==> src/rtl/pulse_stim_pkg.sv <==
// pulse_stim_pkg: shared types and constants for the pulse stimulus generator.
//   state_t          - generator state encoding
//   BASELINE_DEFAULT - idle/mean sample level
//   SHIFT_DEFAULT    - recovery divisor exponent (step = ceil(dist / 2^SHIFT))
//   GAP_W_DEFAULT    - width of the inter-pulse gap counter
//   LFSR_SEED/TAPS   - dither LFSR constants (used only with PULSE_STIM_NOISE_EN)
package pulse_stim_pkg;

  typedef enum logic [2:0] {
    IDLE,
    GAP,
    FALL,
    RECOVER,
    DONE
  } state_t;

  localparam logic [7:0] BASELINE_DEFAULT = 8'd122;
  localparam int         SHIFT_DEFAULT    = 3;
  localparam int         GAP_W_DEFAULT    = 10;

  // Taps 8,6,5,4 of a maximal-length 8-bit Fibonacci LFSR -> bits 7,5,4,3.
  localparam logic [7:0] LFSR_SEED = 8'hA5;
  localparam logic [7:0] LFSR_TAPS = 8'b1011_1000;

endpackage

==> src/rtl/pulse_stim_gen_if.sv <==
// pulse_stim_gen_if: control and sample-stream bundle of the pulse generator.
//   enable/start/stop, amplitude, gap, pulse_count : controller -> generator
//   dout, dout_valid, pk_mark, busy, done           : generator -> consumer
// Modports: master (controller / consumer side), slave (generator side).
interface pulse_stim_gen_if #(
  parameter int GAP_W = 10
);
  logic             enable;
  logic             start;
  logic             stop;
  logic [7:0]       amplitude;
  logic [GAP_W-1:0] gap;
  logic [7:0]       pulse_count;
  logic [7:0]       dout;
  logic             dout_valid;
  logic             pk_mark;
  logic             busy;
  logic             done;

  modport master (
    output enable, start, stop, amplitude, gap, pulse_count,
    input  dout, dout_valid, pk_mark, busy, done
  );

  modport slave (
    input  enable, start, stop, amplitude, gap, pulse_count,
    output dout, dout_valid, pk_mark, busy, done
  );
endinterface

==> src/rtl/pulse_lfsr8.sv <==
// pulse_lfsr8: 8-bit maximal Fibonacci LFSR used to dither generator samples.
// The module exists only when PULSE_STIM_NOISE_EN is defined; the default
// build has no dither source.
//   clk     - clock
//   rst     - synchronous active-high reset, loads LFSR_SEED
//   advance - shift one step on this cycle
//   state   - current LFSR contents
`ifdef PULSE_STIM_NOISE_EN
module pulse_lfsr8
  import pulse_stim_pkg::*;
(
  input  logic       clk,
  input  logic       rst,
  input  logic       advance,
  output logic [7:0] state
);
  logic [7:0] lfsr_q;
  logic [7:0] lfsr_d;

  always_comb begin
    lfsr_d = lfsr_q;
    if (advance) lfsr_d = {lfsr_q[6:0], ^(lfsr_q & LFSR_TAPS)};
  end

  always_ff @(posedge clk) begin
    if (rst) lfsr_q <= LFSR_SEED;
    else     lfsr_q <= lfsr_d;
  end

  assign state = lfsr_q;
endmodule
`endif

==> src/rtl/pulse_stim_gen.sv <==
// pulse_stim_gen: synthetic ADC sample source producing negative-going pulses
// (one-sample drop, exponential-style recovery) on a fixed baseline.
//   clk - clock
//   rst - synchronous active-high reset
//   bus - pulse_stim_gen_if.slave: enable/start/stop/amplitude/gap/pulse_count
//         in; dout/dout_valid/pk_mark/busy/done out (all registered)
// Optional: define PULSE_STIM_NOISE_EN to add +/-1 LFSR dither in GAP and
// RECOVER samples.
module pulse_stim_gen
  import pulse_stim_pkg::*;
#(
  parameter logic [7:0] BASELINE = BASELINE_DEFAULT,
  parameter int         SHIFT    = SHIFT_DEFAULT,
  parameter int         GAP_W    = GAP_W_DEFAULT
) (
  input logic             clk,
  input logic             rst,
  pulse_stim_gen_if.slave bus
);
  state_t           state_q, state_d;
  logic [7:0]       cur_q, cur_d;          // undithered waveform value
  logic [7:0]       dout_q, dout_d;
  logic             dout_valid_q, dout_valid_d;
  logic             pk_mark_q, pk_mark_d;
  logic             busy_q, busy_d;
  logic             done_q, done_d;
  logic [GAP_W-1:0] gap_cnt_q, gap_cnt_d;
  logic [7:0]       pcnt_q, pcnt_d;
  logic [7:0]       amp_q, amp_d;
  logic [GAP_W-1:0] gap_q, gap_d;
  logic [7:0]       cnt_q, cnt_d;

  logic [GAP_W-1:0] gap_cnt_inc;
  logic [7:0]       fall_low;
  logic [8:0]       rec_step;
  logic [8:0]       rec_sum;
  logic [7:0]       rec_next;
  logic             pulse_end;

`ifdef PULSE_STIM_NOISE_EN
  logic [7:0] lfsr_state;

  pulse_lfsr8 u_lfsr (
    .clk    (clk),
    .rst    (rst),
    .advance(bus.enable),
    .state  (lfsr_state)
  );

  function automatic logic [7:0] dither(input logic [7:0] v);
    case (lfsr_state[1:0])
      2'b01:   return (v == 8'd255) ? v : v + 8'd1;
      2'b10:   return (v == 8'd0)   ? v : v - 8'd1;
      default: return v;
    endcase
  endfunction
`else
  function automatic logic [7:0] dither(input logic [7:0] v);
    return v;
  endfunction
`endif

  assign gap_cnt_inc = gap_cnt_q + GAP_W'(1);
  assign fall_low    = (amp_q > BASELINE) ? 8'd0 : BASELINE - amp_q;

  // Rounded-up step keeps progress >= 1 until cur reaches BASELINE; 9 bits
  // hold the biased distance, and the clamp keeps the sum at or below it.
  assign rec_step = ({1'b0, BASELINE} - {1'b0, cur_q} + 9'((1 << SHIFT) - 1)) >> SHIFT;
  assign rec_sum  = {1'b0, cur_q} + rec_step;
  assign rec_next = (rec_sum > {1'b0, BASELINE}) ? BASELINE : rec_sum[7:0];

  always_comb begin
    state_d      = state_q;
    cur_d        = cur_q;
    dout_d       = dout_q;
    dout_valid_d = 1'b0;
    pk_mark_d    = 1'b0;
    done_d       = 1'b0;
    gap_cnt_d    = gap_cnt_q;
    pcnt_d       = pcnt_q;
    amp_d        = amp_q;
    gap_d        = gap_q;
    cnt_d        = cnt_q;
    pulse_end    = 1'b0;

    if (bus.stop) begin
      state_d   = IDLE;
      cur_d     = BASELINE;
      dout_d    = BASELINE;
      gap_cnt_d = '0;
      pcnt_d    = '0;
    end else if (state_q == DONE) begin
      // Not gated by enable: done is a control pulse, not a sample.
      done_d    = 1'b1;
      state_d   = IDLE;
      gap_cnt_d = '0;
      pcnt_d    = '0;
    end else if (bus.enable) begin
      unique case (state_q)
        IDLE: begin
          cur_d  = BASELINE;
          dout_d = BASELINE;
          if (bus.start) begin
            amp_d     = bus.amplitude;
            gap_d     = bus.gap;
            cnt_d     = bus.pulse_count;
            gap_cnt_d = '0;
            pcnt_d    = '0;
            state_d   = GAP;
          end
        end
        GAP: begin
          if (gap_q == '0) begin
            state_d = FALL;
          end else begin
            dout_d       = dither(BASELINE);
            dout_valid_d = 1'b1;
            if (gap_cnt_inc == gap_q) begin
              gap_cnt_d = '0;
              state_d   = FALL;
            end else begin
              gap_cnt_d = gap_cnt_inc;
            end
          end
        end
        FALL: begin
          cur_d        = fall_low;
          dout_d       = fall_low;
          dout_valid_d = 1'b1;
          pk_mark_d    = 1'b1;
          if (fall_low == BASELINE) pulse_end = 1'b1;
          else                      state_d   = RECOVER;
        end
        RECOVER: begin
          cur_d        = rec_next;
          dout_d       = dither(rec_next);
          dout_valid_d = 1'b1;
          if (rec_next == BASELINE) pulse_end = 1'b1;
        end
        default: state_d = IDLE;
      endcase

      // Counter wraps naturally at 255 in continuous mode (cnt_q == 0).
      if (pulse_end) begin
        pcnt_d = pcnt_q + 8'd1;
        if (cnt_q != 8'd0 && pcnt_d == cnt_q) state_d = DONE;
        else                                  state_d = GAP;
      end
    end

    busy_d = (state_d != IDLE);
  end

  always_ff @(posedge clk) begin
    if (rst) begin
      state_q      <= IDLE;
      cur_q        <= BASELINE;
      dout_q       <= BASELINE;
      dout_valid_q <= 1'b0;
      pk_mark_q    <= 1'b0;
      busy_q       <= 1'b0;
      done_q       <= 1'b0;
      gap_cnt_q    <= '0;
      pcnt_q       <= '0;
      amp_q        <= '0;
      gap_q        <= '0;
      cnt_q        <= '0;
    end else begin
      state_q      <= state_d;
      cur_q        <= cur_d;
      dout_q       <= dout_d;
      dout_valid_q <= dout_valid_d;
      pk_mark_q    <= pk_mark_d;
      busy_q       <= busy_d;
      done_q       <= done_d;
      gap_cnt_q    <= gap_cnt_d;
      pcnt_q       <= pcnt_d;
      amp_q        <= amp_d;
      gap_q        <= gap_d;
      cnt_q        <= cnt_d;
    end
  end

  assign bus.dout       = dout_q;
  assign bus.dout_valid = dout_valid_q;
  assign bus.pk_mark    = pk_mark_q;
  assign bus.busy       = busy_q;
  assign bus.done       = done_q;
endmodule

==> src/flat_wrapper.sv <==
// flat-port wrapper written by rule: the top's interface ports become plain ports
module pulse_stim_gen_flat import pulse_stim_pkg::*;
#(
  parameter logic [7:0] BASELINE = BASELINE_DEFAULT,
  parameter int         SHIFT    = SHIFT_DEFAULT,
  parameter int         GAP_W    = GAP_W_DEFAULT
)
  (clk, rst, bus_enable, bus_start, bus_stop, bus_amplitude, bus_gap, bus_pulse_count, bus_dout, bus_dout_valid, bus_pk_mark, bus_busy, bus_done);
  pulse_stim_gen_if #(.GAP_W(GAP_W)) bus_i ();
  input logic clk;
  input logic rst;
  input wire logic [$bits(bus_i.enable)-1:0] bus_enable;
  input wire logic [$bits(bus_i.start)-1:0] bus_start;
  input wire logic [$bits(bus_i.stop)-1:0] bus_stop;
  input wire logic [$bits(bus_i.amplitude)-1:0] bus_amplitude;
  input wire logic [$bits(bus_i.gap)-1:0] bus_gap;
  input wire logic [$bits(bus_i.pulse_count)-1:0] bus_pulse_count;
  output wire logic [$bits(bus_i.dout)-1:0] bus_dout;
  output wire logic [$bits(bus_i.dout_valid)-1:0] bus_dout_valid;
  output wire logic [$bits(bus_i.pk_mark)-1:0] bus_pk_mark;
  output wire logic [$bits(bus_i.busy)-1:0] bus_busy;
  output wire logic [$bits(bus_i.done)-1:0] bus_done;
  assign bus_i.enable = bus_enable;
  assign bus_i.start = bus_start;
  assign bus_i.stop = bus_stop;
  assign bus_i.amplitude = bus_amplitude;
  assign bus_i.gap = bus_gap;
  assign bus_i.pulse_count = bus_pulse_count;
  assign bus_dout = bus_i.dout;
  assign bus_dout_valid = bus_i.dout_valid;
  assign bus_pk_mark = bus_i.pk_mark;
  assign bus_busy = bus_i.busy;
  assign bus_done = bus_i.done;
  pulse_stim_gen #(.BASELINE(BASELINE), .SHIFT(SHIFT), .GAP_W(GAP_W)) u_core (.clk(clk), .rst(rst), .bus(bus_i));
endmodule
==> config.mk <==
export PLATFORM = sky130hd
export DESIGN_NAME = pulse_stim_gen_flat
export DESIGN_NICKNAME = d
export VERILOG_FILES = /design/src/rtl/pulse_stim_pkg.sv /design/src/rtl/pulse_stim_gen_if.sv /design/src/rtl/pulse_lfsr8.sv /design/src/rtl/pulse_stim_gen.sv /design/src/flat_wrapper.sv
export SDC_FILE = /design/constraint.sdc
export NUM_CORES = 1
export LEC_CHECK = 0
export ABC_AREA = 1
export CORE_MARGIN = 5
export CORE_UTILIZATION = 46
export CTS_CLUSTER_DIAMETER = 120
export CTS_CLUSTER_SIZE = 12
export DETAILED_ROUTE_END_ITERATION = 10
export MAX_ROUTING_LAYER = met4
export PLACE_DENSITY_LB_ADDON = 0.12
export SYNTH_ARGS = -nofsm -noshare
export SYNTH_HDL_FRONTEND = slang
export SYNTH_SLANG_ARGS = --single-unit
==> constraint.sdc <==
create_clock -name clk -period 4.8 [get_ports clk]
set_clock_uncertainty 0.2 [all_clocks]
set_input_delay 1.44 -clock clk [delete_from_list [all_inputs] [get_ports clk]]
set_output_delay 1.44 -clock clk [all_outputs]
set_load 0.005 [all_outputs]
==> impl_metrics.env, run 1 <==
export IMPL_ys_top_cells_by_count="nand2_1 (104), inv_1 (82), dfxtp_1 (67)"
export IMPL_crit_required_ps=4880
export IMPL_grt_ovfl_total=0
export IMPL_cts_hold_buffers=0
export IMPL_vdd_drop_max_mv=0.136
export IMPL_dr_total_vias=3729
export IMPL_holdWs_ps=276
export IMPL_post_cts_setup_buffer_count=0
export IMPL_netlist_top_cell_by_area="dfxtp_1"
export IMPL_cp_arrival_ps=3620
export IMPL_wl_per_cell_um=12.6
export IMPL_yosysUniqueCellTypes=42
export IMPL_endpoint_kind="flip-flop"
export IMPL_fin_cells=736
export IMPL_core_area_um2=8590
export IMPL_grt_setup_unrepaired="false"
export IMPL_path_cells="clkdlybuf4s50_1 > nor2_1 > inv_1 > nor2_1 > inv_1 > a21oi_1 > nand2_1 > nand2_1"
export IMPL_period_needed_ps=3530
export IMPL_max_freq_mhz=283
export IMPL_yosys_warnings=0
export IMPL_p_total_uw=1380
export IMPL_max_cap_viol_count=0
export IMPL_die_h_um=103
export IMPL_cts_resized_gates=0
export IMPL_cts_sinks=67
export IMPL_p_sw_uw=368
export IMPL_yosysSeqAreaShare_pct=33.6
export IMPL_grt_max_degree=37
export IMPL_seq_power_share_pct=43.0
export IMPL_p_leak_uw=0.00207
export IMPL_die_x_um=103
export IMPL_yosys_top_cells_area="dfxtp_1 (34%), nand2_1 (9.8%), inv_1 (7.7%)"
export IMPL_min_path_type="flip-flop to flip-flop"
export IMPL_dieArea_um2=10600
export IMPL_intPower_uw=1010
export IMPL_status="finished clean"
export IMPL_slowest_delay_ps=510
export IMPL_relSlewSlack_pct=60.2
export IMPL_grt_pass1_wl_um=15900
export IMPL_cts_tree="done"
export IMPL_dr_pass1_iters=5
export IMPL_syn_avg_cell_area_um2=6.87
export IMPL_htree_levels=3
export IMPL_layout_drive_gt1_share_pct=11.9
export IMPL_rows=34
export IMPL_clockBufferDepth=2
export IMPL_finalHoldViolations=0
export IMPL_async_flop_share_pct=0
export IMPL_vias_per_cell=5.07
export IMPL_r2r_slack_ps=1680
export IMPL_synth_edff_count=0
export IMPL_nets=664
export IMPL_syn_num_nets=622
export IMPL_synth_area_um2=3990
export IMPL_fin_crit_sh_pct=73.6
export IMPL_crit_path_max_fanout=16
export IMPL_synth_most_common_cell="nand2_1"
export IMPL_drtAntennaViolNets=0
export IMPL_dp_hpwl_um=7330
export IMPL_reg2reg_from="u_core.cur_q[3]"
export IMPL_grt_usage_pct=19.2
export IMPL_power_density_nw_per_um2=290
export IMPL_p_comb_share_pct=15.8
export IMPL_cts_root_buf="clkbuf_8"
export IMPL_areaGrowthSynthToFinish_pct=19.4
export IMPL_pwr_share_clk_pct=41.2
export IMPL_synth_ff_type="dfxtp_1"
export IMPL_place_gp_congestion=0.903
export IMPL_r2r_end="u_core.bus.busy"
export IMPL_startpoint="rst"
export IMPL_final_setup_tns_ps=0
export IMPL_diodes=0
export IMPL_start_kind="primary input"
export IMPL_wirelength_um=9260
export IMPL_worst_pin_slew_ps=590
export IMPL_path_clk_slew_ps=70
export IMPL_setup_viol=0
export IMPL_antenna_found_initial=0
export IMPL_numCtsBuffers=9
export IMPL_placed_cells=720
export IMPL_start_util_pct=46.4
export IMPL_grt_pass1_vias=3454
export IMPL_clk_latency_ps=340
export IMPL_numPortBuffers=42
export IMPL_io_pins=43
export IMPL_ys_ff_latch=67
export IMPL_drt_iter0_drc=219
export IMPL_syn_inst=581
export IMPL_rr_worst_depth=20
export IMPL_drc_errors=0
export IMPL_p_sw_share_pct=26.7
export IMPL_critPathKind="primary input to flip-flop"
export IMPL_cp_slowest_cell="clkdlybuf4s50_1"
export IMPL_yosysTopAreaCellShare_pct=33.6
export IMPL_drv_slew=0
export IMPL_crit_end="u_core.bus.busy"
[state kept, by name, indices dropped and copies added, names as in the netlist]
signal and count:
u_core.gap_cnt_q 10, u_core.gap_q 10, u_core.amp_q 8, u_core.bus.dout 8, u_core.cnt_q 8, u_core.cur_q 8
u_core.pcnt_q 8, u_core.state_q 3, u_core.bus.busy 1, u_core.bus.done 1, u_core.bus.dout_valid 1, u_core.bus.pk_mark 1
[kinds of logic (layout without fill, tap and decap cells)]
logic type,Yosys count,after routing,synth area share [%]
and+or+nand+nor,248,248,29.8
DFF,67,67,33.6
AOI/OAI and AO/OA,133,133,19.0
adders and majority gates,10,10,3.33
buffers and inverters,104,151,9.85
xor gates and xnor gates,19,19,4.36
[power by group through the flow]
stage	logic (uW)	registers [uW]	clock network [uW]
floorplan	151	603	0
global placement	214	607	0
detailed placement	218	607	0
CTS	219	594	579
global route	247	597	604
finish	218	594	569
[through the flow]
step | area [um^2] | setup WS, ps | utilization (%)
after floorplan | 3990 | 1930 | -
after CTS | 4760 | 1270 | 55.4
after global placement | 4520 | 1100 | 52.6
after detailed placement | 4520 | 921 | 52.6
final | 4760 | 1270 | 55.4
after global routing | 4760 | 961 | 55.4
[critical path, delay by kind of cell]
| family | cells | cell delay, ps |
|---|---|---|
| buffers and inverters | 3 | 1150 |
| AO/OA/AOI/OAI | 1 | 230 |
| AND/OR/NAND/NOR | 4 | 800 |
[layout make-up]
| cell class | count | area (um^2) |
|---|---|---|
| Multi-Input combinational cell | 410 | 2250 |
| Clock buffer | 10 | 128 |
| Timing Repair Buffer | 44 | 448 |
| Tap cell | 108 | 135 |
| Sequential cell | 67 | 1340 |
| Inverter | 91 | 342 |
| Clock inverter | 6 | 114 |
| Fill cell | 845 | 3830 |
[routing by layer]
metal  global-route usage [%]  share of wire (%)
met1                     26.2                 51
met5                        -                  0
met4                     5.38                1.1
met2                     29.4                 45
met3                     2.98                3.4
[how the worst min path moves through the flow]
stage | startpoint | cells past startpoint | end
3_5_place_dp | u_core.bus.dout[6] | 2 | u_core.bus.dout[6]
3_3_place_gp | u_core.bus.dout[1] | 2 | u_core.bus.dout[1]
5_1_grt | u_core.pcnt_q[6] | 2 | u_core.pcnt_q[6]
4_1_cts | u_core.pcnt_q[6] | 2 | u_core.pcnt_q[6]
2_1_floorplan | u_core.cnt_q[0] | 2 | u_core.cnt_q[0]
6_report | u_core.bus.dout[6] | 2 | u_core.bus.dout[6]
[layout by cell type (no fill, tap or decap), types with 2 or more instances in the layout]
cell               n
nand2_4            5
nand3_1           40
nand2_1          104
inv_2              8
clkbuf_8           9
a211oi_1           3
nand4_2            2
nor4_1             2
xnor2_1            4
clkdlybuf4s50_1   42
nor3_1             4
inv_1             82
dfxtp_1           67
a21oi_2           13
nand3_2            4
ha_1               9
o21ai_0           43
o211ai_1           2
o22ai_1            4
a21oi_1           53
clkinvlp_4         2
nand3b_1           3
nand4_1           11
nor2_1            49
nand2_2           16
bufinv_16          3
xor2_1            14
nor2_2             3
o21ai_1            7
a21boi_1           2
No activity file was read; power rests on OpenSTA's default activity.
==> run 2: changes to the inputs <==
clock period = 3 ns   (was 4.8 ns; I/O delays follow)
==> run 2 against run 1 <==
Effect of this change:
- design area up 4.1%
- via count grew 2.0%
- die area unchanged
- sequential power up 60%
- worst setup slack worse by 1100 ps
- largest power group unchanged
- highest routed layer unchanged
==> impl_metrics.env, run 2 (synthesis results as in run 1) <==
export IMPL_core_area_um2=8590
export IMPL_htree_levels=3
export IMPL_wl_met3_um=357
export IMPL_crit_end="u_core.bus.dout[1]"
export IMPL_pwr_share_clk_pct=39.2
export IMPL_wirelength_um=9840
export IMPL_cpMostUsedCell="nand2_1"
export IMPL_drtAntennaViolNets=0
export IMPL_cp_top_family="simple AND/OR/NAND/NOR gates"
export IMPL_path_buf_inv=4
export IMPL_worst_pin_slew_ps=470
export IMPL_dieArea_um2=10600
export IMPL_seq_power_share_pct=43.3
export IMPL_critPathKind="flip-flop to flip-flop"
export IMPL_wl_met2_um=4640
export IMPL_wl_per_cell_um=13.1
export IMPL_fin_cells=751
export IMPL_nets=679
export IMPL_start_util_pct=46.4
export IMPL_setup_viol=0
export IMPL_r2r_end="u_core.bus.dout[1]"
export IMPL_grt_max_degree=22
export IMPL_layout_drive_gt1_share_pct=17.1
export IMPL_place_gp_congestion=0.938
export IMPL_top_regs="u_core.gap_cnt_q: 10 flops, u_core.gap_q: 10 flops"
export IMPL_p_sw_share_pct=28.1
export IMPL_areaGrowthSynthToFinish_pct=24.2
export IMPL_dr_total_vias=3805
export IMPL_rows=34
export IMPL_relSlewSlack_pct=68.6
export IMPL_power_density_nw_per_um2=443
export IMPL_vdd_drop_max_mv=0.225
export IMPL_path_clk_slew_ps=80
export IMPL_max_freq_mhz=350
export IMPL_vias_per_cell=5.07
export IMPL_cp_slowest_cell="fa_1"
export IMPL_drt_iter0_drc=245
export IMPL_numCtsBuffers=9
export IMPL_p_comb_share_pct=17.4
export IMPL_crit_path_max_fanout=4
export IMPL_wirelength_met1_um=4760
export IMPL_numPortBuffers=42
export IMPL_placed_cells=732
export IMPL_dr_pass1_iters=5
export IMPL_p_leak_uw=0.00215
export IMPL_p_sw_uw=618
export IMPL_min_path_type="flip-flop to flip-flop"
export IMPL_io_pins=43
export IMPL_layout_commonest_cell="nand2_1"
export IMPL_intPower_uw=1580
export IMPL_slowest_delay_ps=380
export IMPL_die_x_um=103
export IMPL_rr_worst_depth=18
export IMPL_final_cell_mix="nand2_1 (103), inv_1 (81), dfxtp_1 (63)"
export IMPL_cts_tree="done"
export IMPL_cts_root_buf="clkbuf_8"
export IMPL_grt_ovfl_total=0
export IMPL_period_needed_ps=2860
export IMPL_crit_required_ps=3050
export IMPL_antenna_found_initial=0
export IMPL_fin_crit_sh_pct=95.3
export IMPL_cp_arrival_ps=2910
export IMPL_path_cells="nor2_4 > xor2_2 > ha_2 > inv_1 > fa_1 > inv_2 > buf_4 > xor2_2 > o21ai_1 > and3_1 > nand3_1 > nand2_2 > inv_2 > nand2_1 > nand2_1 > nand3_1 > nand2_1 > nand2_1"
export IMPL_clk_latency_ps=350
export IMPL_diodes=0
export IMPL_top_layer="met4"
export IMPL_cp_depth=18
export IMPL_clockBufferDepth=2
export IMPL_start_kind="flip-flop"
export IMPL_cts_hold_buffers=0
export IMPL_endpoint_kind="flip-flop"
export IMPL_finalHoldViolations=0
export IMPL_die_h_um=103
export IMPL_final_util_pct=57.7
export IMPL_grt_pass1_vias=3689
export IMPL_dp_hpwl_um=7660
export IMPL_grt_usage_pct=20.1
export IMPL_startpoint="u_core.cur_q[2]"
export IMPL_reg2reg_from="u_core.cur_q[2]"
export IMPL_status="finished clean"
export IMPL_r2r_slack_ps=140
export IMPL_whs_path_depth=2
export IMPL_cts_sinks=67
export IMPL_grt_pass1_wl_um=16600
export IMPL_holdWs_ps=270
export IMPL_drc_errors=0
export IMPL_max_cap_viol_count=0
export IMPL_drv_slew=0
## run 2: through the flow
step                      cell area [um^2]  TNS [ps]  worst slack [ps]  total power [uW]
after floorplan                       3990         0               226              1210
after global placement                4600         0              40.0              1330
after detailed placement              4600         0              5.51              1330
after CTS                             4830         0              13.9              2190
after global routing                  4960     -41.3             -19.5              2310
final                                 4960         0               140              2200
## run 2: worst min path at each step
stage                             startpoint                 end
after floorplan              u_core.cnt_q[0]     u_core.cnt_q[0]
after global placement    u_core.bus.dout[3]  u_core.bus.dout[3]
after detailed placement    u_core.pcnt_q[6]    u_core.pcnt_q[6]
after CTS                   u_core.pcnt_q[6]    u_core.pcnt_q[6]
after global routing        u_core.pcnt_q[6]    u_core.pcnt_q[6]
final                       u_core.pcnt_q[6]    u_core.pcnt_q[6]
## run 2: cell type report
class	instances	area [um^2]
fillers	845	3640
multi-input cells	410	2350
flip-flops and latches	67	1350
repair buffers	59	561
inverters	91	342
clock buffers	10	138
well taps	108	135
clock inverters	6	88.8
## run 2: timing repair
action / in CTS / in global routing
setup endpoints to repair: 3 / 24
pin swaps: 0 / 7
endpoints found under the hold margin: 0 / 0
resized for setup: 2 / 20
setup buffers: 0 / 3
## run 2: metal layers
| metal | up-vias | global-route usage (%) |
|---|---|---|
| met3 | 6 | 4.06 |
| met2 | 65 | 32.1 |
| li1 | 2012 | - |
| met1 | 1722 | 26.3 |
| met5 | - | - |
| met4 | 0 | 4.68 |
## run 2: tightest hold or removal path, delay by kind of cell, from the launching register on
kind               cells  cell delay, ps
AOI/OAI and AO/OA      1              40
and+or+nand+nor        1              70
DFF                    1             320
## run 2: power by group through the flow
stage / Clock, uW / Combinational (uW) / Sequential [uW]
2_1_floorplan: 0 / 241 / 964
3_3_place_gp: 0 / 359 / 970
3_5_place_dp: 0 / 362 / 970
4_1_cts: 880 / 366 / 950
5_1_grt: 919 / 430 / 956
6_report: 861 / 383 / 952
==> run 3: changes to the inputs <==
clock period = 3.4 ns   (was 3 ns; I/O delays follow)
==> run 3 against run 2 <==
Effect of this change:
- die area is the same
- hold slack improved by 3.2 ps
- highest routed layer unchanged
- wire length is 4.3% lower
- core utilization shrank 1.7 points
- total power fell by 10%
==> impl_metrics.env, run 3 (synthesis results as in run 1) <==
export IMPL_rr_worst_depth=20
export IMPL_core_area_um2=8590
export IMPL_areaGrowthSynthToFinish_pct=20.6
export IMPL_cts_tree="done"
export IMPL_cts_resized_gates=0
export IMPL_drv_slew=0
export IMPL_wl_per_cell_um=12.7
export IMPL_wirelength_met1_um=4640
export IMPL_dr_total_vias=3763
export IMPL_top_layer="met4"
export IMPL_max_freq_mhz=325
export IMPL_whs_path_depth=2
export IMPL_clockBufferDepth=2
export IMPL_setup_ws_ps=322
export IMPL_drc_errors=0
export IMPL_dieArea_um2=10600
export IMPL_cp_arrival_ps=3110
export IMPL_finalHoldViolations=0
export IMPL_antenna_found_initial=0
export IMPL_grt_setup_unrepaired="false"
export IMPL_min_path_type="flip-flop to flip-flop"
export IMPL_p_leak_uw=0.00211
export IMPL_crit_path_max_fanout=10
export IMPL_dp_hpwl_um=7450
export IMPL_dpl_cell_area_um2=4560
export IMPL_diodes=0
export IMPL_dr_pass1_iters=7
export IMPL_die_h_um=103
export IMPL_final_setup_tns_ps=0
export IMPL_htree_levels=3
export IMPL_rows=34
export IMPL_dp_slack_ps=329
export IMPL_io_pins=43
export IMPL_crit_required_ps=3440
export IMPL_final_util_pct=56.0
export IMPL_vdd_drop_max_mv=0.239
export IMPL_drt_iter0_drc=167
export IMPL_period_needed_ps=3080
export IMPL_top_regs="u_core.gap_cnt_q: 10 flops, u_core.gap_q: 10 flops"
export IMPL_grt_usage_pct=19.4
export IMPL_numCtsBuffers=9
export IMPL_path_clk_slew_ps=70
export IMPL_final_cell_mix="nand2_1 (104), inv_1 (82), dfxtp_1 (67)"
export IMPL_critPathKind="flip-flop to flip-flop"
export IMPL_post_cts_setup_buffer_count=0
export IMPL_worst_pin_slew_ps=617
export IMPL_power_density_nw_per_um2=411
export IMPL_clk_latency_ps=350
export IMPL_cts_root_buf="clkbuf_8"
export IMPL_layout_commonest_cell="nand2_1"
export IMPL_nets=671
export IMPL_numPortBuffers=42
export IMPL_status="finished clean"
export IMPL_setup_viol=0
export IMPL_grt_max_degree=27
export IMPL_vias_per_cell=5.06
export IMPL_relSlewSlack_pct=58.8
export IMPL_cts_sinks=67
export IMPL_holdWs_ps=274
export IMPL_grt_pass1_wl_um=16000
export IMPL_layout_drive_gt1_share_pct=13.1
export IMPL_drtAntennaViolNets=0
export IMPL_fin_area_um2=4810
export IMPL_die_x_um=103
export IMPL_place_gp_congestion=0.953
export IMPL_grt_ovfl_total=0
export IMPL_wl_met3_um=387
export IMPL_fin_crit_sh_pct=90.5
export IMPL_start_util_pct=46.4
export IMPL_grt_pass1_vias=3538
export IMPL_cts_hold_buffers=0
export IMPL_max_cap_viol_count=0
export IMPL_wl_met2_um=4300
export IMPL_wirelength_um=9420
export IMPL_start_kind="flip-flop"
export IMPL_endpoint_kind="flip-flop"
-- run 3: worst max-delay path, stage by stage, from the launching register on --
cell	delay [ps]
dfxtp_1	370
nor2_2	170
nand2_4	80
nor2_1	120
nand2_1	80
nand2_1	80
nand2_1	60
ha_1	330
a21oi_1	240
nor2_1	60
a21oi_1	190
nand2_2	80
nand2_2	60
nand3_2	90
o21bai_2	210
nand2_2	110
nand2_4	110
nand2_2	100
nand2_1	50
a21oi_1	110
nand2_1	60
-- run 3: per-layer routing --
| metal | GRT usage, % | vias to the layer above |
|---|---|---|
| met5 | - | - |
| met4 | 6.57 | 0 |
| met3 | 2.77 | 8 |
| met2 | 29.4 | 72 |
| met1 | 26.3 | 1691 |
| li1 | - | 1992 |
-- run 3: through the flow --
stage / instances / power [uW]
4_1_cts: 743 / 2000
6_report: 743 / 1980
3_5_place_dp: 727 / 1170
3_3_place_gp: 727 / 1170
5_1_grt: 743 / 2070
2_1_floorplan: 581 / 1060
-- run 3: path summary, 6_finish.rpt --
kind                           start            endpoint  slack, ps
hold / removal    u_core.bus.dout[6]  u_core.bus.dout[6]        270
setup / recovery     u_core.cur_q[3]     u_core.bus.busy        320
hold reg to reg   u_core.bus.dout[6]  u_core.bus.dout[6]        270
setup reg to reg     u_core.cur_q[3]     u_core.bus.busy        320
-- run 3: cell type report --
cell class	instances	area, um^2
Fill cell	842	3780
Tap cell	108	135
Timing Repair Buffer	51	488
Sequential cell	67	1340
Multi-Input combinational cell	410	2250
Clock inverter	7	125
Clock buffer	9	124
Inverter	91	342
-- run 3: power breakdown --
part / internal, uW / switching (uW)
clock: 493 / 329
sequential: 814 / 23.7
combinational: 131 / 185
total: 1440 / 538
